### src/rtl/data_distributor4_pkg.sv
// Shared definitions for the one-to-four data distributor: channel count,
// select width, slot FSM encoding and the select decoder.
package data_distributor4_pkg;
  localparam int NUM_CH = 4;
  localparam int SEL_W  = 2;

  typedef enum logic {
    SLOT_EMPTY = 1'b0,
    SLOT_FULL  = 1'b1
  } slot_state_e;

  function automatic logic [NUM_CH-1:0] sel_decode(input logic [SEL_W-1:0] sel);
    logic [NUM_CH-1:0] v;
    v      = '0;
    v[sel] = 1'b1;
    return v;
  endfunction
endpackage

### src/rtl/ds_slot.sv
// One-entry output holding register with valid/ready handshake.
// o_free is high when the slot can take a word this cycle, including a drain.
module ds_slot
  import data_distributor4_pkg::*;
#(
  parameter int WIDTH = 32
) (
  input  logic             clk,
  input  logic             reset,
  input  logic             i_load,
  input  logic [WIDTH-1:0] i_data,
  input  logic             i_ready,
  output logic             o_valid,
  output logic [WIDTH-1:0] o_data,
  output logic             o_free
);
  slot_state_e      r_state;
  logic [WIDTH-1:0] r_data;

  // A load while a consume is in flight keeps the slot FULL with the new word.
  always_ff @(posedge clk) begin
    if (reset) begin
      r_state <= SLOT_EMPTY;
      r_data  <= '0;
    end else begin
      case (r_state)
        SLOT_EMPTY: if (i_load) r_state <= SLOT_FULL;
        SLOT_FULL:  if (!i_load && i_ready) r_state <= SLOT_EMPTY;
      endcase
      if (i_load) r_data <= i_data;
    end
  end

  assign o_valid = (r_state == SLOT_FULL);
  assign o_data  = r_data;
  assign o_free  = ~o_valid | i_ready;
endmodule

### src/rtl/data_distributor4.sv
// Steers one source word into one of four channels, or broadcasts to all four.
// Each channel has an independent one-entry holding register.
module data_distributor4
  import data_distributor4_pkg::*;
#(
  parameter int WIDTH = 32,
  parameter int CNT_W = 16
) (
  input  logic                    clk,
  input  logic                    reset,
  input  logic [WIDTH-1:0]        in_data,
  input  logic [SEL_W-1:0]        in_sel,
  input  logic                    in_bcast,
  input  logic                    in_valid,
  output logic                    in_ready,
  output logic [NUM_CH*WIDTH-1:0] out_data,
  output logic [NUM_CH-1:0]       out_valid,
  input  logic [NUM_CH-1:0]       out_ready,
  output logic [CNT_W-1:0]        xfer_count
);
  logic [NUM_CH-1:0] w_free;
  logic [NUM_CH-1:0] w_target;
  logic [NUM_CH-1:0] w_load;
  logic              w_accept;
  logic [CNT_W-1:0]  r_xfer_count;

  // Broadcast is all-or-nothing: it needs every slot free at once.
  assign w_target = in_bcast ? {NUM_CH{1'b1}} : sel_decode(in_sel);
  assign in_ready = ~reset & (in_bcast ? &w_free : w_free[in_sel]);
  assign w_accept = in_valid & in_ready;
  assign w_load   = w_target & {NUM_CH{w_accept}};

  for (genvar i = 0; i < NUM_CH; i++) begin : g_slot
    ds_slot #(.WIDTH(WIDTH)) u_slot (
      .clk     (clk),
      .reset   (reset),
      .i_load  (w_load[i]),
      .i_data  (in_data),
      .i_ready (out_ready[i]),
      .o_valid (out_valid[i]),
      .o_data  (out_data[WIDTH*i +: WIDTH]),
      .o_free  (w_free[i])
    );
  end

  always_ff @(posedge clk) begin
    if (reset)         r_xfer_count <= '0;
    else if (w_accept) r_xfer_count <= r_xfer_count + CNT_W'(1);
  end

  assign xfer_count = r_xfer_count;
endmodule

### config.mk
export PLATFORM = sky130hd
export DESIGN_NAME = data_distributor4
export DESIGN_NICKNAME = d
export VERILOG_FILES = /design/src/rtl/data_distributor4_pkg.sv /design/src/rtl/ds_slot.sv /design/src/rtl/data_distributor4.sv
export SDC_FILE = /design/constraint.sdc
export NUM_CORES = 1
export LEC_CHECK = 0
export CORE_ASPECT_RATIO = 0.9
export CORE_MARGIN = 2
export CORE_UTILIZATION = 43
export CTS_BUF_LIST = sky130_fd_sc_hd__clkbuf_8
export DETAILED_ROUTE_END_ITERATION = 8
export PLACE_DENSITY = 0.75
export SETUP_SLACK_MARGIN = 0.05
export SLEW_MARGIN = 20
export SYNTH_ARGS = -nofsm -noshare
export SYNTH_HDL_FRONTEND = slang
export SYNTH_SLANG_ARGS = --single-unit
### constraint.sdc
create_clock -name clk -period 1.7 [get_ports clk]
set_input_delay 0.17 -clock clk [delete_from_list [all_inputs] [get_ports clk]]
set_output_delay 0.17 -clock clk [all_outputs]
set_load 0.03 [all_outputs]
==> results of run 1 <==
-- worst paths after layout --
check	from	to	depth (start not counted)
worst max-delay path	g_slot[3].u_slot.o_valid$_SDFF_PP0_	g_slot[2].u_slot.o_data[5]$_SDFFE_PP0P_	6
worst min-delay path	reset	g_slot[3].u_slot.o_valid$_SDFF_PP0_	3
worst max register to register	g_slot[3].u_slot.o_valid$_SDFF_PP0_	g_slot[2].u_slot.o_data[5]$_SDFFE_PP0P_	6
worst min register to register	g_slot[3].u_slot.o_data[27]$_SDFFE_PP0P_	g_slot[3].u_slot.o_data[27]$_SDFFE_PP0P_	2
-- stage by stage --
stage                 util  setup slack [ps]  hold slack (ps)
finish              0.7092             1.220            285.7
global placement    0.6277            -498.5            460.0
CTS                 0.6608            -53.88            276.3
detailed placement  0.6277            -563.1            469.7
global route        0.7092            -76.99            299.0
floorplan                -             54.64            317.7
-- routing by layer --
| metal | up-vias | share of wire | routed length, um | track usage |
|---|---|---|---|---|
| met2 | 358 | 0.49 | 10850 | 0.4613 |
| met5 | - | 0 | 0 | 0 |
| met3 | 40 | 0.090 | 1990 | 0.08172 |
| met1 | 3223 | 0.40 | 8983 | 0.3327 |
| li1 | 3092 | - | - | - |
| met4 | 0 | 0.018 | 398 | 0.1055 |
-- flip-flops by register name, indices dropped and copies added (netlist names) --
name	flops
g_slot.u_slot.o_data	128
g_slot.u_slot.o_valid	4
xfer_count	16
-- final cells by class --
type                            count  area (um^2)  area share
Sequential cell                   148         2983      0.3136
Inverter                            5        18.77    0.001973
Multi-Input combinational cell    494         2992      0.3145
Clock inverter                     10        103.9     0.01092
Tap cell                          168        210.2     0.02210
Clock buffer                       22        302.8     0.03183
Timing Repair Buffer              283         2903      0.3051
-- kinds of logic (layout without fill, tap and decap cells) --
group,after synthesis,count (layout),share of synthesized area
buffers and inverters,82,320,0.05958
adders and majority gates,1,1,0.002105
DFF,148,148,0.4985
muxes,2,2,0.003369
AOI/OAI and AO/OA,294,294,0.2604
and+or+nand+nor,196,197,0.1760
-- cells in the mapped netlist (all sizes together) (3+ instances only) --
library cell,count
nand4,3
buf,15
nor2,10
inv,4
nor2b,3
clkbuf,62
a21oi,145
or4,13
nand2,14
o31ai,10
nand3,137
o21ai,131
nand2b,3
dfxtp,148
-- timing repair --
item | in CTS | in global routing
gates cloned | 4 | 9
hold buffers | 0 | 0
endpoints found under the setup margin | 273 | 157
buffers inserted | 2 | 10
gates resized for setup | 206 | 158
hold endpoints to repair | 0 | 0
pin swaps | 15 | 34
-- power breakdown --
part	total, W	internal (W)	switching [W]
combinational	0.00165	0.000645	0.00101
sequential	0.00368	0.00360	0.0000809
clock	0.00282	0.00148	0.00133
total	0.00815	0.00573	0.00242
-- critical path: cells and delay by family (launching register included) --
| family | cells | cell delay, ps |
|---|---|---|
| simple gates | 3 | 790 |
| flops | 1 | 340 |
| buf+inv | 1 | 210 |
| compound gates | 2 | 200 |
==> impl_metrics.env, run 1 <==
export IMPL_grt_remaining_overflow=0
export IMPL_crit_chain="nand2b_4, nor2_2, or4_4, clkbuf_16, o21ai_2, a21oi_1"
export IMPL_clkTransAtPathRegs_ps=80
export IMPL_drt_pass1_iter_count=6
export IMPL_synthTopCellsByArea="dfxtp_1 50%, a21oi_1 12%, nand3_1 11%"
export IMPL_htreeDepth=4
export IMPL_synth_edf_count=0
export IMPL_route_detailed_drc=0
export IMPL_grt_pass1_wl_um=31750
export IMPL_instances_no_fill=1130
export IMPL_area_growth_pct=60.06
export IMPL_placedCellCount=1073
export IMPL_worst_setup_path_type="reg2reg"
export IMPL_ys_types=41
export IMPL_setup_tns_ps=0
export IMPL_crit_path_max_fanout=7
export IMPL_dieArea_um2=14780
export IMPL_rsz0062_at_grt="yes"
export IMPL_syn_nets=766
export IMPL_nFillCells=1058
export IMPL_synth_avg_cell_area_um2=8.220
export IMPL_synth_top_cell_area_share=0.4985
export IMPL_total_power_w=0.008146
export IMPL_crit_path_max_incr_delay_ps=640
export IMPL_layout_commonest_cell="a21oi_1"
export IMPL_fmax_mhz=588.7
export IMPL_fp_coreArea_um2=13410
export IMPL_final_min_clock_period_ps=1699
export IMPL_wl_um=22220
export IMPL_grt_max_degree=145
export IMPL_via_per_inst=5.941
export IMPL_synthesis_area_um2=5943
export IMPL_io_pin_count=191
export IMPL_placed_cell_area_um2=8419
export IMPL_drv_cap=0
export IMPL_start_util=0.4431
export IMPL_worstMarginPinSlew_ps=663.2
export IMPL_grt_usage=0.2739
export IMPL_clk_latency_ps=460
export IMPL_netlist_instances=723
export IMPL_portBuffers=190
export IMPL_arrival_ps=2020
export IMPL_wl_per_cell_um=19.67
export IMPL_power_leakage_nw=4.198
export IMPL_ys_warn_count=0
export IMPL_crit_slowest_cell="or4_4"
export IMPL_ys_seq_area_frac=0.4985
export IMPL_slew_viol_final=0
export IMPL_clockRootBuffer="clkbuf_8"
export IMPL_cp_required_ps=2020
export IMPL_gp_congestion=0.8515
export IMPL_start_kind="flip-flop"
export IMPL_endpoint_kind="flip-flop"
export IMPL_setup_violations=0
export IMPL_grt_pass1_vias=6191
export IMPL_die_w_um=127.9
export IMPL_ant_nets=0
export IMPL_skew_ps=13.17
export IMPL_first_iter_violations=641
export IMPL_min_path_type="in2reg"
export IMPL_dp_hpwl_um=13200
export IMPL_synthArstFlopShare=0
export IMPL_diodes=0
export IMPL_status="completed"
export IMPL_nets=992
export IMPL_clockBufferDepth=2
export IMPL_final_area_um2=9513
export IMPL_hold_viol_final=0
export IMPL_max_slew_margin=0.5579
export IMPL_power_density_nw_per_um2=856.3
export IMPL_antenna_found_initial=0
export IMPL_cts_sinks=148
export IMPL_synth_top_cell_by_area="dfxtp_1"
export IMPL_cts_buffers=17
export IMPL_vdd_ir_drop_max_uv=617.2
export IMPL_drive_above_1_share=0.2266
export IMPL_synth_seq_cells=148
export IMPL_finalCritPeriodShare=0.9993
export IMPL_synth_top_flop_cell="dfxtp_1"
export IMPL_r2r_slack_ps=1
export IMPL_vias=6713
export IMPL_final_cell_mix="138 x a21oi_1, 134 x dfxtp_1, 134 x dlygate4sd2_1"
export IMPL_cts_tree="yes"
export IMPL_die_h_um=115.5
export IMPL_row_count=40
Power figures use the tool's default switching activity.
==> inputs of run 2 (changes only) <==
- clock period: 1.7 -> 1.5 ns (I/O delays scaled with it)
==> run 2 against run 1 <==
The flow now finishes with violations (negative setup slack). Cell area increased by 6.0%. Worst setup slack got worse by 340 ps. Global-route usage increased by 3.3 points. Non-clock buffer count increased by 25. Critical path type unchanged.
==> impl_metrics.env, run 2 (same netlist as run 1, synthesis figures left out) <==
export IMPL_status="complete, but fails checks"
export IMPL_violations="negative setup slack"
export IMPL_cts_sinks=148
export IMPL_cts_tree="yes"
export IMPL_grt_usage=0.3067
export IMPL_finalWorstSetupSlack_ps=-339.5
export IMPL_crit_path_max_fanout=8
export IMPL_start_kind="flip-flop"
export IMPL_post_place_ws_ps=-734.9
export IMPL_final_cell_mix="138 x a21oi_1, 135 x dfxtp_1, 127 x dlygate4sd2_1"
export IMPL_diodes=0
export IMPL_gp_congestion=0.8860
export IMPL_min_from="reset"
export IMPL_grt_remaining_overflow=0
export IMPL_setup_tns_ps=-33810
export IMPL_wl_met1_um=9280
export IMPL_grt_pass1_vias=6639
export IMPL_cts_buffers=17
export IMPL_rsz0062_at_grt="yes"
export IMPL_hold_buffers=0
export IMPL_drv_cap=0
export IMPL_route_detailed_drc=0
export IMPL_power_leakage_nw=4.139
export IMPL_io_pin_count=191
export IMPL_dr_wl_met2_um=12120
export IMPL_wl_per_cell_um=21.37
export IMPL_nets=1019
export IMPL_arrival_ps=2160
export IMPL_portBuffers=190
export IMPL_grt_pass1_wl_um=35360
export IMPL_placedCellCount=1080
export IMPL_hold_viol_final=0
export IMPL_wl_um=24700
export IMPL_slew_viol_final=0
export IMPL_vdd_ir_drop_max_uv=757.1
export IMPL_dieArea_um2=14780
export IMPL_grt_max_degree=145
export IMPL_drt_pass1_iter_count=6
export IMPL_max_slew_margin=0.4901
export IMPL_drive_above_1_share=0.3138
export IMPL_via_per_inst=6.132
export IMPL_start_util=0.4431
export IMPL_largest_reg_flops=128
export IMPL_rr_startpoint="g_slot[2].u_slot.o_valid$_SDFF_PP0_"
export IMPL_crit_path_start="g_slot[2].u_slot.o_valid$_SDFF_PP0_"
export IMPL_worstMarginPinSlew_ps=764.8
export IMPL_ant_nets=0
export IMPL_vias=7089
export IMPL_clockRootBuffer="clkbuf_8"
export IMPL_layout_commonest_cell="a21oi_1"
export IMPL_fp_coreArea_um2=13410
export IMPL_final_min_clock_period_ps=1840
export IMPL_first_iter_violations=747
export IMPL_antenna_found_initial=0
export IMPL_die_w_um=127.9
export IMPL_setup_violations=148
export IMPL_finalCritPeriodShare=1.226
export IMPL_top_layer="met4"
export IMPL_power_density_nw_per_um2=959.1
export IMPL_min_path_type="in2reg"
export IMPL_route_met3_wl_um=2619
export IMPL_fin_util=0.7516
export IMPL_instances_no_fill=1156
export IMPL_cp_required_ps=1820
export IMPL_htreeDepth=4
export IMPL_clockBufferDepth=2
export IMPL_dp_hpwl_um=13220
export IMPL_worst_setup_path_type="reg2reg"
export IMPL_clk_latency_ps=460
export IMPL_die_h_um=115.5
export IMPL_clkTransAtPathRegs_ps=80
export IMPL_skew_ps=12.72
export IMPL_endpoint_kind="flip-flop"
export IMPL_row_count=40
export IMPL_fmax_mhz=543.6
export IMPL_area_growth_pct=69.62
## run 2: metrics by stage
stage | instance area (um^2) | hold slack, ps | total power, W
floorplan | 6122 | 297.7 | 0.005104
global placement | 8596 | 459.3 | 0.005859
detailed placement | 8596 | 468.0 | 0.005894
CTS | 9599 | 217.1 | 0.009455
global route | 10080 | 252.3 | 0.009975
finish | 10080 | 204.3 | 0.009668
## run 2: path summary, 6_finish.rpt
| check | endpoint | slack [ps] | depth (start not counted) |
|---|---|---|---|
| max | g_slot[2].u_slot.o_data[22]$_SDFFE_PP0P_ | -340 | 7 |
| min | g_slot[0].u_slot.o_valid$_SDFF_PP0_ | 200 | 3 |
| max reg2reg | g_slot[2].u_slot.o_data[22]$_SDFFE_PP0P_ | -340 | 7 |
| min reg2reg | g_slot[1].u_slot.o_data[20]$_SDFFE_PP0P_ | 460 | 2 |
## run 2: area by class of cell
type                            instances  area (um^2)
Clock inverter                         11        157.7
Clock buffer                           20        275.3
Tap cell                              168        210.2
Multi-Input combinational cell        496         3242
Inverter                                5        18.77
Fill cell                             958         3332
Sequential cell                       148         3004
Timing Repair Buffer                  308         3173
## run 2: layer usage
metal  vias to the layer above  GRT usage
met5                         -          0
met4                         0     0.1077
met3                        83     0.1071
met2                       438     0.5209
met1                      3401     0.3637
li1                       3167          -
## run 2: worst max-delay path, cell delays in order (launching register included)
cell and delay, ps:
dfxtp_2 320, nor2b_4 130, buf_12 120, buf_4 130
buf_8 130, or4_4 540, o21ai_1 230, a21oi_1 90
## run 2: timing repair
item,CTS,global route
buffers inserted,13,16
setup endpoints to repair,297,167
resized for setup,289,155
pin swaps,24,32
cloned,16,6
## run 2: report_power, final
group	leakage [nW]	switching, W	internal, W
Clock	0.231	0.00148	0.00192
Combinational	2.70	0.00125	0.000849
Sequential	1.21	0.000102	0.00406
Total	4.14	0.00284	0.00683
==> inputs of run 3 (changes only) <==
- CORE_MARGIN: 2 -> 3
==> run 3 against run 2 <==
Final cell count is 0.43% higher. The run still ends with negative setup slack left. Sequential share of layout area shrank 2.6 points. First-iteration DRC count down 1.3%. Highest routed layer unchanged. Via count increased by 2.2%. Core utilization grew 7.4 points. Power is 6.9% higher. Clock skew shrank 2.1 ps. Count of clock-buffer cells in the layout down 1.
==> impl_metrics.env, run 3 (same netlist as run 1, synthesis figures left out) <==
export IMPL_wl_per_cell_um=23.33
export IMPL_start_kind="flip-flop"
export IMPL_vias=7248
export IMPL_clockBufferDepth=2
export IMPL_power_leakage_nw=4.210
export IMPL_clkTransAtPathRegs_ps=80
export IMPL_cts_buffers=17
export IMPL_drv_cap=0
export IMPL_cp_required_ps=1350
export IMPL_grt_max_degree=145
export IMPL_setup_violations=147
export IMPL_finalWorstSetupSlack_ps=-275.8
export IMPL_grt_remaining_overflow=0
export IMPL_nets=1023
export IMPL_rsz0062_at_grt="yes"
export IMPL_crit_path_max_fanout=3
export IMPL_gp_congestion=0.8821
export IMPL_route_detailed_drc=0
export IMPL_portBuffers=190
export IMPL_endpoint_kind="output port"
export IMPL_cpMostUsedCell="buf_6"
export IMPL_drt_pass1_iter_count=5
export IMPL_final_cell_mix="135 x dfxtp_1, 121 x dlygate4sd2_1, 84 x o21ai_2"
export IMPL_diodes=0
export IMPL_grt_pass1_wl_um=37820
export IMPL_power_density_nw_per_um2=933.8
export IMPL_drive_above_1_share=0.4804
export IMPL_dp_hpwl_um=13550
export IMPL_clockRootBuffer="clkbuf_8"
export IMPL_dieArea_um2=15270
export IMPL_crit_path_max_incr_delay_ps=370
export IMPL_first_iter_violations=737
export IMPL_io_pin_count=191
export IMPL_ant_nets=0
export IMPL_finalCritPeriodShare=1.184
export IMPL_final_min_clock_period_ps=1776
export IMPL_top_layer="met4"
export IMPL_final_area_um2=11070
export IMPL_cts_sinks=148
export IMPL_wl_um=27080
export IMPL_worstMarginPinSlew_ps=906.7
export IMPL_route_met3_wl_um=2602
export IMPL_fp_coreArea_um2=13410
export IMPL_start_util=0.4431
export IMPL_grt_pass1_vias=6994
export IMPL_fmax_mhz=563.1
export IMPL_via_per_inst=6.243
export IMPL_antenna_found_initial=0
export IMPL_placed_cell_area_um2=8636
export IMPL_area_growth_pct=86.25
export IMPL_total_power_w=0.01034
export IMPL_nFillCells=775
export IMPL_cts_tree="yes"
export IMPL_vdd_ir_drop_max_uv=635.0
export IMPL_status="complete, but fails checks"
export IMPL_skew_ps=10.58
export IMPL_fin_hold_ws_ps=270.8
export IMPL_grt_usage=0.3156
export IMPL_row_count=40
export IMPL_die_w_um=129.9
export IMPL_slew_viol_final=0
export IMPL_fin_util=0.8253
export IMPL_layout_commonest_cell="dfxtp_1"
export IMPL_wl_met1_um=10210
export IMPL_crit_slowest_cell="dfxtp_4"
export IMPL_largest_reg_flops=128
export IMPL_r2r_cells=8
export IMPL_max_slew_margin=0.3955
export IMPL_min_path_type="in2reg"
export IMPL_die_h_um=117.5
export IMPL_clk_latency_ps=470
export IMPL_arrival_ps=1630
export IMPL_htreeDepth=4
export IMPL_min_path_cells=3
export IMPL_crit_chain="nand2b_4, or2_4, buf_6, nand2_4, buf_6, nor2_4, buf_6"
export IMPL_hold_viol_final=0
export IMPL_dr_wl_met2_um=13200
export IMPL_worst_setup_path_type="reg2out"
export IMPL_violations="negative setup slack"
==> run 3: worst max-delay path: cells and delay by family, from the launching register on <==
kind                   cells  cell delay (ps)
flip-flops                 1              370
AND/OR/NAND/NOR            4              430
buffers and inverters      3              350
==> run 3: final cells by class <==
class	count	area, um^2	share of cell area
clock inverter	13	227.7	0.02057
multi-input combinational	497	4194	0.3789
tap	168	210.2	0.01899
inverter	5	18.77	0.001695
timing repair buffer	311	3151	0.2846
clock buffer	19	261.5	0.02362
sequential	148	3007	0.2716
==> run 3: stage by stage <==
step                instances  TNS [ps]  setup slack (ps)
global route             1161    -29860            -325.7
CTS                      1160    -20090            -254.7
floorplan                 723     -3544            -110.2
finish                   1161    -23760            -275.8
global placement         1082    -87450            -652.2
detailed placement       1082    -97850            -756.2
==> run 3: final timing paths <==
check,start,endpoint,slack [ps]
min reg2reg,g_slot[3].u_slot.o_data[27]$_SDFFE_PP0P_,g_slot[3].u_slot.o_data[27]$_SDFFE_PP0P_,450
max reg2reg,g_slot[2].u_slot.o_valid$_SDFF_PP0_,xfer_count[10]$_SDFFE_PP0P_,-260
min,reset,xfer_count[6]$_SDFFE_PP0P_,270
max,g_slot[3].u_slot.o_valid$_SDFF_PP0_,in_ready,-280
==> run 3: per-layer routing <==
layer  up-vias  track usage
met5         -            0
met4         0       0.1396
met3        95      0.08984
met2       457       0.4942
met1      3524       0.4034
li1       3172            -
==> run 3: repair_timing <==
item | in CTS | in global routing
endpoints found under the setup margin | 296 | 161
setup buffers | 29 | 14
pin swaps | 53 | 71
gates resized for setup | 373 | 278
hold buffers | 0 | 0
gates cloned | 17 | 1
==> run 3: report_power, final <==
| part | switching (W) | internal, W | total [W] |
|---|---|---|---|
| logic | 0.00145 | 0.000883 | 0.00233 |
| registers | 0.000118 | 0.00406 | 0.00418 |
| clock network | 0.00159 | 0.00223 | 0.00383 |
